## src/rtl/tx_link_ctrl_8b10b.sv

```systemverilog
// Transmit link sequencer feeding an 8b10b encoder, one symbol per clock.
// Handles comma training after reset or on request. Frames packets from a
// byte source as SOP / data / EOP. Fills gaps with K28.0. Forces a K28.5
// comma whenever the run of non-comma symbols reaches ALIGN_PERIOD-1.
//
// Handshake: a byte transfers on a rising edge where s_valid && s_ready.
// s_ready never depends on s_valid. Once s_valid is raised, the source
// holds s_data/s_last until that transfer happens. The accepted byte is on
// enc_data after that same edge.
module tx_link_ctrl_8b10b #(
   parameter int TRAIN_LEN    = 64,
   parameter int ALIGN_PERIOD = 256
) (
   input  logic        clk,
   input  logic        rst,
   input  logic        train_req,
   input  logic [7:0]  s_data,
   input  logic        s_valid,
   input  logic        s_last,
   output logic        s_ready,
   output logic [7:0]  enc_data,
   output logic        enc_k_en,
   output logic        link_up,
   output logic [15:0] pkt_cnt
);

   localparam logic [7:0] SYM_COMMA = 8'hBC;  // K28.5
   localparam logic [7:0] SYM_SOP   = 8'hFB;  // K27.7
   localparam logic [7:0] SYM_EOP   = 8'hFD;  // K29.7
   localparam logic [7:0] SYM_FILL  = 8'h1C;  // K28.0

   localparam int TW = (TRAIN_LEN > 2) ? $clog2(TRAIN_LEN) : 1;
   localparam int RW = $clog2(ALIGN_PERIOD + 1);

   localparam logic [TW-1:0] TRAIN_LAST = TW'(TRAIN_LEN - 1);
   localparam logic [RW-1:0] RUN_MAX    = RW'(ALIGN_PERIOD);
   localparam logic [RW-1:0] RUN_DUE    = RW'(ALIGN_PERIOD - 1);

   typedef enum logic [1:0] {
      ST_TRAIN = 2'd0,
      ST_IDLE  = 2'd1,
      ST_DATA  = 2'd2,
      ST_EOP   = 2'd3
   } state_t;

   state_t         state, state_nxt;
   logic [TW-1:0]  train_cnt, train_cnt_nxt;
   logic [RW-1:0]  run_cnt, run_cnt_nxt;
   logic [7:0]     data_nxt;
   logic           k_nxt;
   logic           link_up_nxt;
   logic [15:0]    pkt_cnt_nxt;
   logic           align_due;

   // The next symbol would exceed the allowed non-comma run unless a comma goes out now.
   assign align_due = (run_cnt >= RUN_DUE);

   // Accept only while framing data with no alignment comma or retrain pending.
   assign s_ready = (state == ST_DATA) && !align_due && !train_req && !rst;

   // Choose the next symbol and sequencer state. Everything defaults to idling with a comma.
   always_comb begin
      state_nxt     = state;
      train_cnt_nxt = train_cnt;
      data_nxt      = SYM_COMMA;
      k_nxt         = 1'b1;
      link_up_nxt   = link_up;
      pkt_cnt_nxt   = pkt_cnt;
      run_cnt_nxt   = run_cnt;

      if (train_req) begin
         // Any in-flight packet is dropped without an EOP.
         state_nxt     = ST_TRAIN;
         train_cnt_nxt = '0;
         link_up_nxt   = 1'b0;
      end else begin
         case (state)
            ST_TRAIN: begin
               train_cnt_nxt = train_cnt + TW'(1);
               if (train_cnt == TRAIN_LAST) begin
                  train_cnt_nxt = '0;
                  state_nxt     = ST_IDLE;
                  link_up_nxt   = 1'b1;
               end
            end
            ST_IDLE: begin
               // SOP only announces the packet; the first byte is taken in DATA.
               if (!align_due && s_valid) begin
                  data_nxt  = SYM_SOP;
                  state_nxt = ST_DATA;
               end
            end
            ST_DATA: begin
               if (!align_due) begin
                  if (s_valid) begin
                     data_nxt = s_data;
                     k_nxt    = 1'b0;
                     if (s_last) state_nxt = ST_EOP;
                  end else begin
                     data_nxt = SYM_FILL;
                  end
               end
            end
            ST_EOP: begin
               // EOP is never held back for alignment. The IDLE cycle after it sends the comma.
               data_nxt    = SYM_EOP;
               pkt_cnt_nxt = pkt_cnt + 16'd1;
               state_nxt   = ST_IDLE;
            end
            default: state_nxt = ST_TRAIN;
         endcase
      end

      // A data byte equal to 0xBC is not a comma; only K28.5 restarts the run.
      if (k_nxt && (data_nxt == SYM_COMMA)) begin
         run_cnt_nxt = '0;
      end else if (run_cnt != RUN_MAX) begin
         run_cnt_nxt = run_cnt + RW'(1);
      end
   end

   // Register the symbol, the counters and the sequencer state.
   always_ff @(posedge clk) begin
      if (rst) begin
         state     <= ST_TRAIN;
         train_cnt <= '0;
         run_cnt   <= '0;
         enc_data  <= SYM_COMMA;
         enc_k_en  <= 1'b1;
         link_up   <= 1'b0;
         pkt_cnt   <= 16'd0;
      end else begin
         state     <= state_nxt;
         train_cnt <= train_cnt_nxt;
         run_cnt   <= run_cnt_nxt;
         enc_data  <= data_nxt;
         enc_k_en  <= k_nxt;
         link_up   <= link_up_nxt;
         pkt_cnt   <= pkt_cnt_nxt;
      end
   end

endmodule

```

## config.mk

```make
export PLATFORM = sky130hd
export DESIGN_NAME = tx_link_ctrl_8b10b
export DESIGN_NICKNAME = d
export VERILOG_FILES = /design/src/rtl/tx_link_ctrl_8b10b.sv
export SDC_FILE = /design/constraint.sdc
export NUM_CORES = 1
export LEC_CHECK = 0
export BUFFER_PORTS_ARGS = -buffer_cell sky130_fd_sc_hd__buf_2
export CAP_MARGIN = 20
export CORE_MARGIN = 4
export CORE_UTILIZATION = 58
export CTS_CLUSTER_DIAMETER = 100
export DETAILED_ROUTE_END_ITERATION = 16
export PLACE_DENSITY_LB_ADDON = 0.2
export SYNTH_ARGS = -nofsm -noshare
export SYNTH_HDL_FRONTEND = slang
export SYNTH_SLANG_ARGS = --single-unit
```

## constraint.sdc

```tcl
create_clock -name clk -period 4.4 [get_ports clk]
set_input_delay 0.22 -clock clk [delete_from_list [all_inputs] [get_ports clk]]
set_output_delay 0.22 -clock clk [all_outputs]
set_load 0.05 [all_outputs]
```

Word level (Yosys, flattened, before mapping)
Index checks and enable logic that the tools add are counted.
- RAM bits: 0
- memories: 0
- bits in read-only memories: 0
- register bits after elaboration: 43
- input bits: 13
- bits in latches: 0
- add/sub/neg operators: 3
- bitwise gates (word level): 1
- mux-type cells: 16
- equality and inequality tests: 11
- shifts and indexed selects: 0
- reductions and logical operators: 14
- order comparisons: 1
- div/mod/pow operators: 0
- multiply operators: 0
- operator list (cell ; number):
    2-to-1 mux 8 bit ; 3
    one-hot mux 8 bit (3 select lines) ; 1
    adder 16 x 1 -> 16 bit, second input constant ; 1
    2-to-1 mux 2 bit ; 5
    inequality test 2 bit, second input constant ; 5
    adder 9 x 1 -> 9 bit, second input constant ; 1
    >= comparator 9 x 8 -> 1 bit, second input constant ; 1
    inequality test 9 bit, second input constant ; 1
    equality test 8 bit, second input constant ; 1
    one-hot mux 2 bit (4 select lines) ; 1
    2-to-1 mux 7 bit ; 1
    adder 6 x 1 -> 6 bit, second input constant ; 1
    equality test 6 bit, second input constant ; 1
    2-to-1 mux 6 bit ; 1
    logical AND 1 bit ; 5
    AND reduction 5 bit ; 1
    equality test 2 bit, second input constant ; 2
    2-to-1 mux 1 bit ; 4
    AND reduction 2 bit ; 2
    OR reduction 2 bit ; 2
    logical NOT 1 bit ; 3
    equality test 2 x 1 -> 1 bit, second input constant ; 1
    logical NOT 2 bit ; 1
    inverter 1 bit ; 1

Longest topological paths before layout
- depth in word-level cells: 9
- depth in mapped cells: 9
- depth with buffers taken out: 9

Least setup slack after synthesis
No wires, ideal clock.
- path type: flip-flop to output port
- start: reg run_cnt[4]
- end: out s_ready
- slack: 2.146 ns
- data arrival time: 2.034 ns
- path buffers: 0
- stages on the path, launching flop included: 8
- data required time: 4.180 ns
- path through: dfxtp_1 and3_1 and2_1 and4_1 ha_1 nor2_1 o21ai_0 nor2_1
- longest elaborated chain between the ends: 5
- RTL lines (item ; RTL line ; source):
    start, declared ; 48 ; logic [RW-1:0] run_cnt, run_cnt_nxt;
    start signal, assigned ; 135 ; run_cnt <= run_cnt_nxt;
    >= comparator 9 x 8 -> 1 bit ; 56 ; assign align_due = (run_cnt >= RUN_DUE);
    logical NOT 1 bit ; -- ;
    logical AND 1 bit (3 in series) ; 59 ; assign s_ready = (state == ST_DATA) && !align_due && !train_req && !rst;
    end, declared ; 20 ; output logic s_ready,
No other way between the ends.

Final worst setup path
Ends and elaborated chain as after synthesis.

==> impl_metrics.tcl <==
set metrics [dict create \
    run_status "finished, final reports clean" \
    core_um2 3150 \
    clock-sinks 43 \
    start_util_pct 62.8 \
    whs_endpoint "enc_data[4]" \
    vias_per_cell 5.34 \
    drive_gt1_share_pct 20.1 \
    synthArstFlopShare_pct 0 \
    synthMostInstantiatedCell "dfxtp_1" \
    portBuffers 39 \
    period_share_pct 57.2 \
    power_frac_seq_pct 65.4 \
    slowest_stage "dfxtp_1" \
    drc 0 \
    ir_worst_vdd_mv 0.221 \
    ys_types 39 \
    grt_pass1_wl_um 6390 \
    io_pins 40 \
    synth_top_area_share_pct 43.5 \
    p_sw_share_pct 23.2 \
    max_freq_mhz 397 \
    syn_area_um2 1980 \
    cts-htree-levels 2 \
    setup_tns_ns 0 \
    cts_root_buf "clkbuf_4" \
    cts_tree "yes" \
    holdPathStages 3 \
    fin_nets 286 \
    min-delay-start "s_data[4]" \
    grtUsageMet2_pct 28.6 \
    path_common_cell "nor2_1" \
    synth_area_leaders "dfxtp_1 (43%), xor2_1 (8.4%), nor2_1 (8.0%)" \
    grt_pass1_vias 1432 \
    drt_first_pass_iters 4 \
    die_w_um 66.4 \
    drt_wl_total_um 3780 \
    post-route-util_pct 71.6 \
    grt_busiest_layer "met2" \
    hold_viol 0 \
    grt.total_usage_pct 18.8 \
    synth_largest_area_cell "dfxtp_1" \
    multi_input_area_um2 1060 \
    p_total_uw 597 \
    cts_hold_buffers 0 \
    globalRouteOverflowTotal 0 \
    cp_data_arrival_time_ns 2.30 \
    crit_fanout 4 \
    use_met3_pct 4.08 \
    synth_seq_cells 43 \
    antenna_left 0 \
    wl_per_cell_um 12.3 \
    syn_inst 223 \
    numCtsBuffers 5 \
    antenna_cells 0 \
    area.growth.synth_to_final_pct 14.0 \
    setup_violations 0 \
    setup_ws_ns 1.88 \
    period_needed_ns 2.52 \
    combPwrFrac_pct 2.8 \
    clkPwrFrac_pct 31.7 \
    rsz0062_at_grt "false" \
    power.density_nw_per_um2 265 \
    synth_edf_count 0 \
    synthTopCellsByCount "dfxtp_1 (43), nor2_1 (42), xor2_1 (19)" \
    die_area_um2 4410 \
    p_leak_nw 0.925 \
    yosysSeqAreaShare_pct 43.5 \
    rr_endpoint "run_cnt[8]" \
    vias 1645 \
    seq_area_um2 861 \
    dr.first_iter.drc_count 93 \
    intPower_uw 459 \
    worstPathRequired_ns 4.18 \
    critical_path_class "reg2out" \
    avgSynthCellArea_um2 8.88 \
    die_h_um 66.4 \
    place_ws_ns 2.18 \
    max_cap_viol_count 0 \
    final-max-slew-violation-count 0 \
    slowest_delay_ns 0.36 \
    hpwl_um 2840 \
    met1_usage_pct 25.6 \
    clk_pin_slew_worst_paths_ns 0.12 \
    critPathLaunchType "flip-flop" \
    slew-limit-headroom_pct 72.8 \
    grt_max_degree 19 \
    globalplace.congestion 0.776 \
    synth_ff_type "dfxtp_1" \
    tightest_slew_ns 0.406 \
    clockBufferDepth 2 \
    p_switching_uw 138 \
    reg2reg_slack_ns 2.15 \
    cts_setup_buffers 0 \
    clock_latency_ns 0.36 \
    skew_ns 0.00529 \
    antenna_found_initial 0 \
    nFillCells 268 \
    cts_resized 0 \
    rr_startpoint "run_cnt[4]" \
    hold_class "in2reg" \
    row_count 20 \
    reg2regPathDepth 9 \
    end_kind "output pin" \
    synth_nets 246 \
    ys_warn_count 0 \
    path_cells "and3_1 > and2_1 > and4_1 > ha_1 > nor2_1 > o21ai_0 > nor2_1 > buf_2" \
]
## registers in the layout, summed over array words and instances, names as in the netlist
name,cells
pkt_cnt,16
run_cnt,9
enc_data,8
train_cnt,6
state,2
enc_k_en,1
link_up,1
## cell usage in the layout (no fill, tap or decap), types with 2 or more instances in the layout
master and n:
nand3_1 9, nor2_1 42, and3_1 2, and4_1 5, ha_1 10, nor4_1 2, or2_2 2, a21o_1 2
or3_1 2, nand4_1 9, o211ai_2 2, dfxtp_1 43, inv_1 8, and2_1 3, xor2_1 19, a21oi_1 12
xnor2_1 4, clkbuf_4 5, o21ai_0 10, nand2_1 11, buf_2 39, mux2i_1 3, o21a_1 2
## routing by layer
metal	share of wire (%)	wire [um]
met1	49	1850
met2	44	1680
met3	5.2	195
met4	1.3	50
met5	0	0
## metrics by stage
step / hold WS, ns / cell area [um2] / std cells
floorplan: 0.384 / 1980 / 223
global placement: 0.440 / 2200 / 300
detailed placement: 0.445 / 2200 / 300
CTS: 0.161 / 2260 / 308
global route: 0.179 / 2260 / 308
finish: 0.163 / 2260 / 308
## cells by family after synthesis
family          count (synthesis)  share of synthesized area, %
fa+ha+maj                      10                          6.32
mux                             4                          2.08
compound gates                 34                          10.5
xor+xnor                       23                          10.2
flops                          43                          43.5
simple gates                   95                          24.5
buf+inv                        14                          2.91
## critical path: cells and delay by family, from the launching register on
family	cells	cell delay (ns)
adders and majority gates	1	0.19
AOI/OAI and AO/OA	1	0.19
DFF	1	0.36
and+or+nand+nor	5	0.93
buffers and inverters	1	0.28
## layout make-up
| cell class | count | area share (%) |
|---|---|---|
| multi-input cells | 166 | 47.1 |
| flip-flops and latches | 43 | 38.1 |
| repair buffers | 39 | 8.65 |
| well taps | 44 | 2.44 |
| clock buffers | 6 | 1.83 |
| inverters | 8 | 1.33 |
| clock inverters | 2 | 0.554 |
## power groups by stage
stage	clock, mW	sequential (mW)	combinational [mW]
finish	0.190	0.391	0.0170
global route	0.207	0.391	0.0191
CTS	0.193	0.391	0.0169
detailed placement	0	0.400	0.0170
global placement	0	0.400	0.0169
floorplan	0	0.399	0.00920
## worst max path at each step
stage	start	to	slack [ns]	cells past startpoint
floorplan	run_cnt[4]	s_ready	2.15	7
global placement	run_cnt[3]	state[1]	2.26	9
detailed placement	run_cnt[4]	run_cnt[8]	2.18	9
CTS	run_cnt[4]	s_ready	1.88	8
global route	run_cnt[3]	s_ready	1.76	8
finish	run_cnt[4]	s_ready	1.88	8
(Power assumes the default switching activity.)
